## src/rtl/shift4_ser_ctrl.sv

```systemverilog
// ---------------------------------------------------------------------------
// shift4_ser_ctrl
//
// Sequencer that sits between a parallel word producer and an external
// Shift4 right-shift register. A word accepted on the in_* valid/ready port
// is captured into sh_data and loaded into the shift register with a single
// sh_load pulse. The controller then presents sh_q[0] as a serial bit on the
// ser_* valid/ready port and pulses sh_ena on every completed serial
// handshake, so the word leaves LSB-first. An optional idle gap follows the
// last bit of each word before a new word is accepted.
//
// Parameters
//   size : word width, must match the Shift4 instance (>= 2)
//   gap  : idle cycles after the last bit before in_ready rises (0..255)
//
// Ports
//   clk        in   clock, rising edge
//   areset     in   synchronous active-high reset
//   in_valid   in   parallel word available
//   in_ready   out  controller can accept a word (IDLE only)
//   in_data    in   parallel word
//   sh_load    out  load strobe to Shift4 (one cycle per word)
//   sh_ena     out  shift strobe to Shift4 (one per serial handshake)
//   sh_data    out  registered copy of the accepted word, to Shift4 data
//   sh_q       in   Shift4 register contents
//   ser_valid  out  serial bit valid
//   ser_ready  in   serial consumer takes the bit
//   ser_bit    out  current serial bit (sh_q[0])
//   ser_last   out  current bit is the final bit of the word
//   busy       out  controller is not idle
// ---------------------------------------------------------------------------
module shift4_ser_ctrl #(
    parameter int size = 4,
    parameter int gap  = 0
) (
    input  logic            clk,
    input  logic            areset,
    input  logic            in_valid,
    output logic            in_ready,
    input  logic [size-1:0] in_data,
    output logic            sh_load,
    output logic            sh_ena,
    output logic [size-1:0] sh_data,
    input  logic [size-1:0] sh_q,
    output logic            ser_valid,
    input  logic            ser_ready,
    output logic            ser_bit,
    output logic            ser_last,
    output logic            busy
);

    localparam int              CNT_W      = (size > 1) ? $clog2(size) : 1;
    localparam logic [CNT_W-1:0] LAST_IDX  = CNT_W'(size - 1);
    localparam bit              HAS_GAP    = (gap > 0);
    // Gap counter is loaded with gap-1 so that GAP lasts exactly gap cycles.
    localparam logic [7:0]      GAP_RELOAD = (gap > 0) ? 8'(gap - 1) : 8'd0;

    typedef enum logic [1:0] {
        ST_IDLE  = 2'd0,
        ST_LOAD  = 2'd1,
        ST_SHIFT = 2'd2,
        ST_GAP   = 2'd3
    } state_e;

    state_e           state_q,   state_d;
    logic [CNT_W-1:0] cnt_q,     cnt_d;
    logic [7:0]       gap_q,     gap_d;
    logic [size-1:0]  sh_data_q, sh_data_d;

    logic             first_bit_s;

    // Next-state, bit/gap counter and word-capture logic.
    always_comb begin
        state_d   = state_q;
        cnt_d     = cnt_q;
        gap_d     = gap_q;
        sh_data_d = sh_data_q;
        case (state_q)
            ST_IDLE: begin
                // in_ready is 1 in IDLE, so in_valid alone completes the handshake.
                if (in_valid) begin
                    sh_data_d = in_data;
                    cnt_d     = {CNT_W{1'b0}};
                    state_d   = ST_LOAD;
                end else begin
                    state_d   = ST_IDLE;
                end
            end
            ST_LOAD: begin
                state_d = ST_SHIFT;
            end
            ST_SHIFT: begin
                if (ser_ready) begin
                    if (cnt_q != LAST_IDX) begin
                        cnt_d = cnt_q + CNT_W'(1);
                    end else begin
                        cnt_d = {CNT_W{1'b0}};
                        if (HAS_GAP) begin
                            gap_d   = GAP_RELOAD;
                            state_d = ST_GAP;
                        end else begin
                            state_d = ST_IDLE;
                        end
                    end
                end else begin
                    // Stall: sh_q is not shifted, so ser_bit stays stable.
                    state_d = ST_SHIFT;
                end
            end
            ST_GAP: begin
                if (gap_q == 8'd0) begin
                    state_d = ST_IDLE;
                end else begin
                    gap_d = gap_q - 8'd1;
                end
            end
            default: begin
                state_d = ST_IDLE;
                cnt_d   = {CNT_W{1'b0}};
                gap_d   = 8'd0;
            end
        endcase
    end

    // State and datapath registers; reset takes priority over any transition.
    always_ff @(posedge clk) begin
        if (areset) begin
            state_q   <= ST_IDLE;
            cnt_q     <= {CNT_W{1'b0}};
            gap_q     <= 8'd0;
            sh_data_q <= {size{1'b0}};
        end else begin
            state_q   <= state_d;
            cnt_q     <= cnt_d;
            gap_q     <= gap_d;
            sh_data_q <= sh_data_d;
        end
    end

    // Output decode. Every output is forced low while areset is asserted so
    // that neither port sees a handshake during a reset cycle.
    always_comb begin
        in_ready  = 1'b0;
        sh_load   = 1'b0;
        sh_ena    = 1'b0;
        ser_valid = 1'b0;
        ser_bit   = 1'b0;
        ser_last  = 1'b0;
        busy      = 1'b0;
        sh_data   = {size{1'b0}};
        if (areset) begin
            busy = 1'b0;
        end else begin
            sh_data = sh_data_q;
            case (state_q)
                ST_IDLE: begin
                    in_ready = 1'b1;
                end
                ST_LOAD: begin
                    sh_load = 1'b1;
                    busy    = 1'b1;
                end
                ST_SHIFT: begin
                    ser_valid = 1'b1;
                    ser_bit   = sh_q[0];
                    ser_last  = (cnt_q == LAST_IDX);
                    // Shift at the same edge that completes the serial handshake.
                    sh_ena    = ser_ready;
                    busy      = 1'b1;
                end
                ST_GAP: begin
                    busy = 1'b1;
                end
                default: begin
                    busy = 1'b1;
                end
            endcase
        end
    end

    assign first_bit_s = (state_q == ST_SHIFT) && (cnt_q == {CNT_W{1'b0}});

    shift4_ser_ctrl_chk #(
        .size (size)
    ) u_chk (
        .clk       (clk),
        .areset    (areset),
        .in_ready  (in_ready),
        .sh_load   (sh_load),
        .sh_ena    (sh_ena),
        .ser_valid (ser_valid),
        .busy      (busy),
        .first_bit (first_bit_s),
        .sh_data   (sh_data),
        .sh_q      (sh_q)
    );

endmodule

// ---------------------------------------------------------------------------
// shift4_ser_ctrl_chk
//
// Protocol properties of shift4_ser_ctrl. Not part of the datapath.
//
// Ports
//   clk, areset : clock and reset of the controller
//   in_ready, sh_load, sh_ena, ser_valid, busy : controller outputs
//   first_bit   : controller is presenting bit 0 of a word
//   sh_data     : word handed to the shift register
//   sh_q        : shift register contents
// ---------------------------------------------------------------------------
module shift4_ser_ctrl_chk #(
    parameter int size = 4
) (
    input logic            clk,
    input logic            areset,
    input logic            in_ready,
    input logic            sh_load,
    input logic            sh_ena,
    input logic            ser_valid,
    input logic            busy,
    input logic            first_bit,
    input logic [size-1:0] sh_data,
    input logic [size-1:0] sh_q
);

    // Load and shift strobes are mutually exclusive.
    a_load_ena_excl : assert property (@(posedge clk) !(sh_load && sh_ena));

    // A shift only happens while a serial bit is offered.
    a_ena_needs_valid : assert property (@(posedge clk) sh_ena |-> ser_valid);

    // Words are only accepted while idle.
    a_ready_idle : assert property (@(posedge clk) in_ready |-> !busy);

    // The shift register must hold the loaded word when bit 0 is presented.
    a_loaded_word : assert property (@(posedge clk) disable iff (areset)
                                     first_bit |-> (sh_q == sh_data));

endmodule

```

## config.mk

```make
export PLATFORM = sky130hd
export DESIGN_NAME = shift4_ser_ctrl
export DESIGN_NICKNAME = d
export VERILOG_FILES = /design/src/rtl/shift4_ser_ctrl.sv
export SDC_FILE = /design/constraint.sdc
export NUM_CORES = 1
export LEC_CHECK = 0
export ABC_CLOCK_PERIOD_IN_PS = 2300
export CAP_MARGIN = 20
export CORE_MARGIN = 8
export CORE_UTILIZATION = 30
export DETAILED_ROUTE_END_ITERATION = 8
export GPL_TIMING_DRIVEN = 0
export MAX_ROUTING_LAYER = met4
export PLACE_DENSITY = 0.63
export SYNTH_ARGS = -nofsm -noshare
export SYNTH_HDL_FRONTEND = slang
export SYNTH_SLANG_ARGS = --single-unit
```

## constraint.sdc

```tcl
create_clock -name clk -period 2.3 [get_ports clk]
set_input_delay 0.575 -clock clk [delete_from_list [all_inputs] [get_ports clk]]
set_output_delay 0.575 -clock clk [all_outputs]
set_load 0.02 [all_outputs]
```

* Word level (Yosys, flattened, before mapping)
Cells that the tools add are included.
Storage, ports and cells: register bits 16, latch bits 0, RAM bits 0, memory bits (read-only) 0, bits of input ports 12, output and inout bits 11, word-level logic and storage cells 48, memories kept 0
Cells by class: add/subtract/negate cells 2, multipliers 0, divide/modulo/power cells 0, magnitude comparators 0, eq/ne operators 9, shifts and indexed selects 0, mux-type cells 24, bitwise gates (word level) 1, reduce and logical (&&, ||, !) cells 8
Operator list (number):
- two-way mux 1 bit | 15
- two-way mux 2 bit | 6
- logical NOT 8 bit | 1
- != test 2 bit (second input constant) | 4
- case mux 2 bit (4 select lines) | 1
- subtractor 8 x 1 -> 8 bit (second input constant) | 1
- == test 2 bit (second input constant) | 3
- AND reduction 2 bit | 3
- two-way mux 4 bit | 1
- case mux 2 bit (2 select lines) | 1
- != test 3 bit (second input constant) | 1
- AND reduction 3 bit | 1
- OR reduction 3 bit | 1
- adder 2 x 1 -> 2 bit (second input constant) | 1
- == test 2 x 1 -> 1 bit (second input constant) | 1
- logical NOT 2 bit | 1
- nonzero test 2 bit | 1
- inverter 1 bit | 1

* Longest topological paths before layout
Gate-level depths: netlist of the first run.
depth after elaboration 4, gate-level depth with buffers 5, depth with buffers taken out 5

* Worst setup path before layout of the first run
OpenSTA, ideal clock, no wires.
kind in2out, start point input areset, end point output ser_bit, data arrival time 1.717 ns, required time 1.725 ns, setup slack 0.008 ns, cell stages on the path 3, path buffers 1, path through clkbuf_1 > nor3b_1 > and2_1
Between the ends: cells in the longest elaborated chain, start to end 1
RTL lines:
- start, declared | RTL line 37 | input logic areset,
- two-way mux 1 bit | RTL line 151 | if (areset) begin
- end, declared | RTL line 47 | output logic ser_bit,
Every way passes these cells.

* Worst setup path in the final report of the first run
start point register state_q[1], end point output sh_ena
Between the ends: cells in the longest elaborated chain, start to end 3
RTL lines:
- start, declared | RTL line 65 | state_e state_q, state_d;
- start signal, assigned | RTL line 133 | state_q <= state_d;
- == test 2 bit | RTL line 155 | case (state_q)
- two-way mux 1 bit | RTL line 155
- two-way mux 1 bit | RTL line 151
- end, declared | RTL line 42 | output logic sh_ena,
Every way passes these cells.

==> results.md, run 1 <==
- Final WL: 1930 um
- Arr. time, crit path: 1590 ps
- Gpl congestion: 0.779
- ANT cells: 0
- CTS sink count: 16
- Final setup viols: 0
- Largest net degree at the start of global routing: 11
- IO buf count: 18
- Simple-Gate Fraction of Synth Area: 34.5%
- Clock power share: 33.2%
- Max-slew headroom: 68.3%
- Post-synthesis cell area: 857 sq um
- Core area: 0.00273 sq mm
- CP Max Fanout: 10
- Pleak: 0.459 nW
- Sw frac: 25.5%
- Num CTS Buffers: 3
- NetSw: 0.144 mW
- Detailed placement HPWL: 1430 um
- Fillers: 291
- Vias: 768
- DRT iter0 DRCs: 18
- CTS max path bufs: 2
- Synth warn: 0
- Sequential share of power: 51.4%
- Pwr Total: 0.565 mW
- Die span in y: 69.5 um
- Die area: 0.00482 sq mm
- WS Path Type: reg2out
- WL/cell: 12.4 um
- Fin crit period: 2170 ps
- Row count: 19
- Root Driver: clkbuf_4
- Combinational share of power: 15.5%
- Adder-Cell Fraction of Synth Area: 4.38%
- HP Class: reg2reg
- Htree depth: 1
- Vias in the first global route: 795
- Placed Cells: 151
- Fin nets: 140
- Crit end category: primary output
- Most frequent cells in the layout: 16 x dfxtp_1, 11 x nand2_1, 11 x a21oi_1, 11 x dlygate4sd2_1, 7 x clkdlybuf4s50_1
- Final ANT Viol Nets: 0
- Die width: 69.5 um
- Max Cap Viol: 0
- DR vias/cell: 4.95
- Worst-margin pin slew: 474 ps
- Most frequent standard cell in the layout excluding fill and tap cells: dfxtp_1
- Sequential fraction of the synthesis area: 37.4%
- Largest family of logic cells by synthesized area: simple AND/OR/NAND/NOR gates
- Cell variety after synth: 30
- # Post-CTS Setup Buffers: 0
- Initial antenna violation count: 0
- Most used DFF post-synth: dfxtp_1
- Final period util: 94.1%
- DR DRC count: 0
- Critical Path Start Type: register
- Internal power: 0.421 mW
- Synthesis-to-finish area growth: 30.5%
- Layout Cells excl Fill: 155
- Initial Util: 31.4%
- RSZ-0062 raised after global routing: no
- First drt pass iteration count: 4
- Worst-path clk slew: 100 ps
- TritonCTS clock tree: built
- Grt total ovfl: 0
- Post-synthesis register bit count: 16
- Final Hold Viols: 0
- Top Ports: 23
- First-pass GRT wire length: 3480 um
- FMAX: 462 MHz
- Syn_nets: 117
- Clk_lat worst skew: 280 ps
- Peak supply drop: 0.000282 V
- Hold_buf cts: 0
- Number of enable flip-flop cells after synthesis: 0
- GRT Resource Usage Total: 8.64%
- Post-synthesis xor/xnor area fraction: 0%
- Compound-Gate Fraction of Synth Area: 15.5%
- Asr flop ratio synth: 0%
- Layout cell share with drive strength beyond 1: 12.9%
- Max Clock Skew: 0.799 ps
- Mapped Cells: 102
- Post-Syn Area per Cell: 8.40 sq um
- WP data required: 1730 ps
- Status: completed
- Fin. max-slew vios: 0
- Cell Pwr Density: 505 mW/mm^2
- Post-synthesis mux area share: 3.94%
-- synthesized netlist by cell type, drive strengths merged (3+ instances only) --
cell / instances / area (sq um)
nor2: 6 / 22.5
nor3b: 3 / 22.5
dfxtp: 16 / 320
nand2: 11 / 41.3
mux2: 3 / 33.8
clkbuf: 6 / 22.5
nor2b: 6 / 37.5
o21ai: 3 / 15.0
a211oi: 3 / 22.5
nor3: 4 / 20.0
and2: 4 / 25.0
a21oi: 11 / 55.1
ha: 3 / 37.5
inv: 4 / 15.0
nand3: 3 / 15.0
-- metrics by stage --
stage	area, sq um	worst slack [ps]	hold WS, ps	TNS, ps	utilization (%)
after global placement	1080	-302	437	-2370	39.4
after global routing	1120	8.85	472	0	40.9
after floorplan	857	7.80	432	0	-
after CTS	1120	73.0	459	0	40.8
final	1120	135	455	0	40.9
after detailed placement	1080	-298	444	-2380	39.4
-- power by group through the flow --
stage / Combinational (mW) / Clock (mW) / Sequential [mW]
after global routing: 0.0973 / 0.208 / 0.292
after detailed placement: 0.0900 / 0 / 0.297
final: 0.0873 / 0.188 / 0.290
after global placement: 0.0901 / 0 / 0.296
after floorplan: 0.0512 / 0 / 0.295
after CTS: 0.0882 / 0.197 / 0.290
-- kinds of logic (layout without fill, tap and decap cells) --
group,count (synthesis),count (layout)
simple gates,49,49
mux,3,3
fa+ha+maj,3,3
buf+inv,10,32
compound gates,21,21
flops,16,16
-- path summary, 6_finish.rpt --
check / start / to / slack, ps / depth (start not counted)
setup reg to reg: gap_q[0]$_SDFFE_PP0P_ / gap_q[0]$_SDFFE_PP0P_ / 610 / 5
hold reg to reg: sh_data_q[1]$_SDFFE_PP0P_ / sh_data_q[1]$_SDFFE_PP0P_ / 450 / 2
setup / recovery: state_q[1]$_SDFFE_PP0P_ / sh_ena / 130 / 4
hold / removal: sh_data_q[1]$_SDFFE_PP0P_ / sh_data_q[1]$_SDFFE_PP0P_ / 450 / 2
-- worst max-delay path, stage by stage, from the launching register on --
cell	delay, ps
dfxtp_1	380
clkbuf_4	210
nor3b_4	230
and2_1	150
dlygate4sd2_1	330
-- cell type report --
type                    instances  area [sq um]  area share (%)
multi-input cells              76           510            45.6
flip-flops and latches         16           320            28.6
repair buffers                 18           166            14.9
well taps                      31          38.8            3.47
clock buffers                   4          36.3            3.24
plain buffers                   6          31.3            2.80
inverters                       4          15.0            1.34
-- repair_timing --
action                                  CTS  global route
endpoints found under the hold margin     0             0
gates resized for setup                  18             2
pin swaps                                 0             0
endpoints found under the setup margin   11             3
-- routing by layer --
metal | vias to the layer above | track usage, % | routed length [um]
li1 | 407 | - | -
met1 | 342 | 9.75 | 953
met2 | 15 | 13.4 | 842
met3 | 4 | 2.86 | 104
met4 | 0 | 4.10 | 27
met5 | - | - | 0
-- state kept, by name, indices dropped and copies added (netlist names) --
name       cells
sh_data_q      4
state_q        2
cnt_q          2
gap_q          8
Note: power is estimated with default switching activity, not from simulation.
==> run 2, diff against run 1 <==
--- a/config.mk
+++ b/config.mk
@@ -15,4 +15,5 @@
 export PLACE_DENSITY = 0.63
 export SYNTH_ARGS = -nofsm -noshare
 export SYNTH_HDL_FRONTEND = slang
+export SYNTH_HIERARCHICAL = 1
 export SYNTH_SLANG_ARGS = --single-unit
==> results of run 2 <==
The final DEF is identical to that of run 1; final timing and power are the same.
Main changes from that run: Yosys warning count 0 -> 6
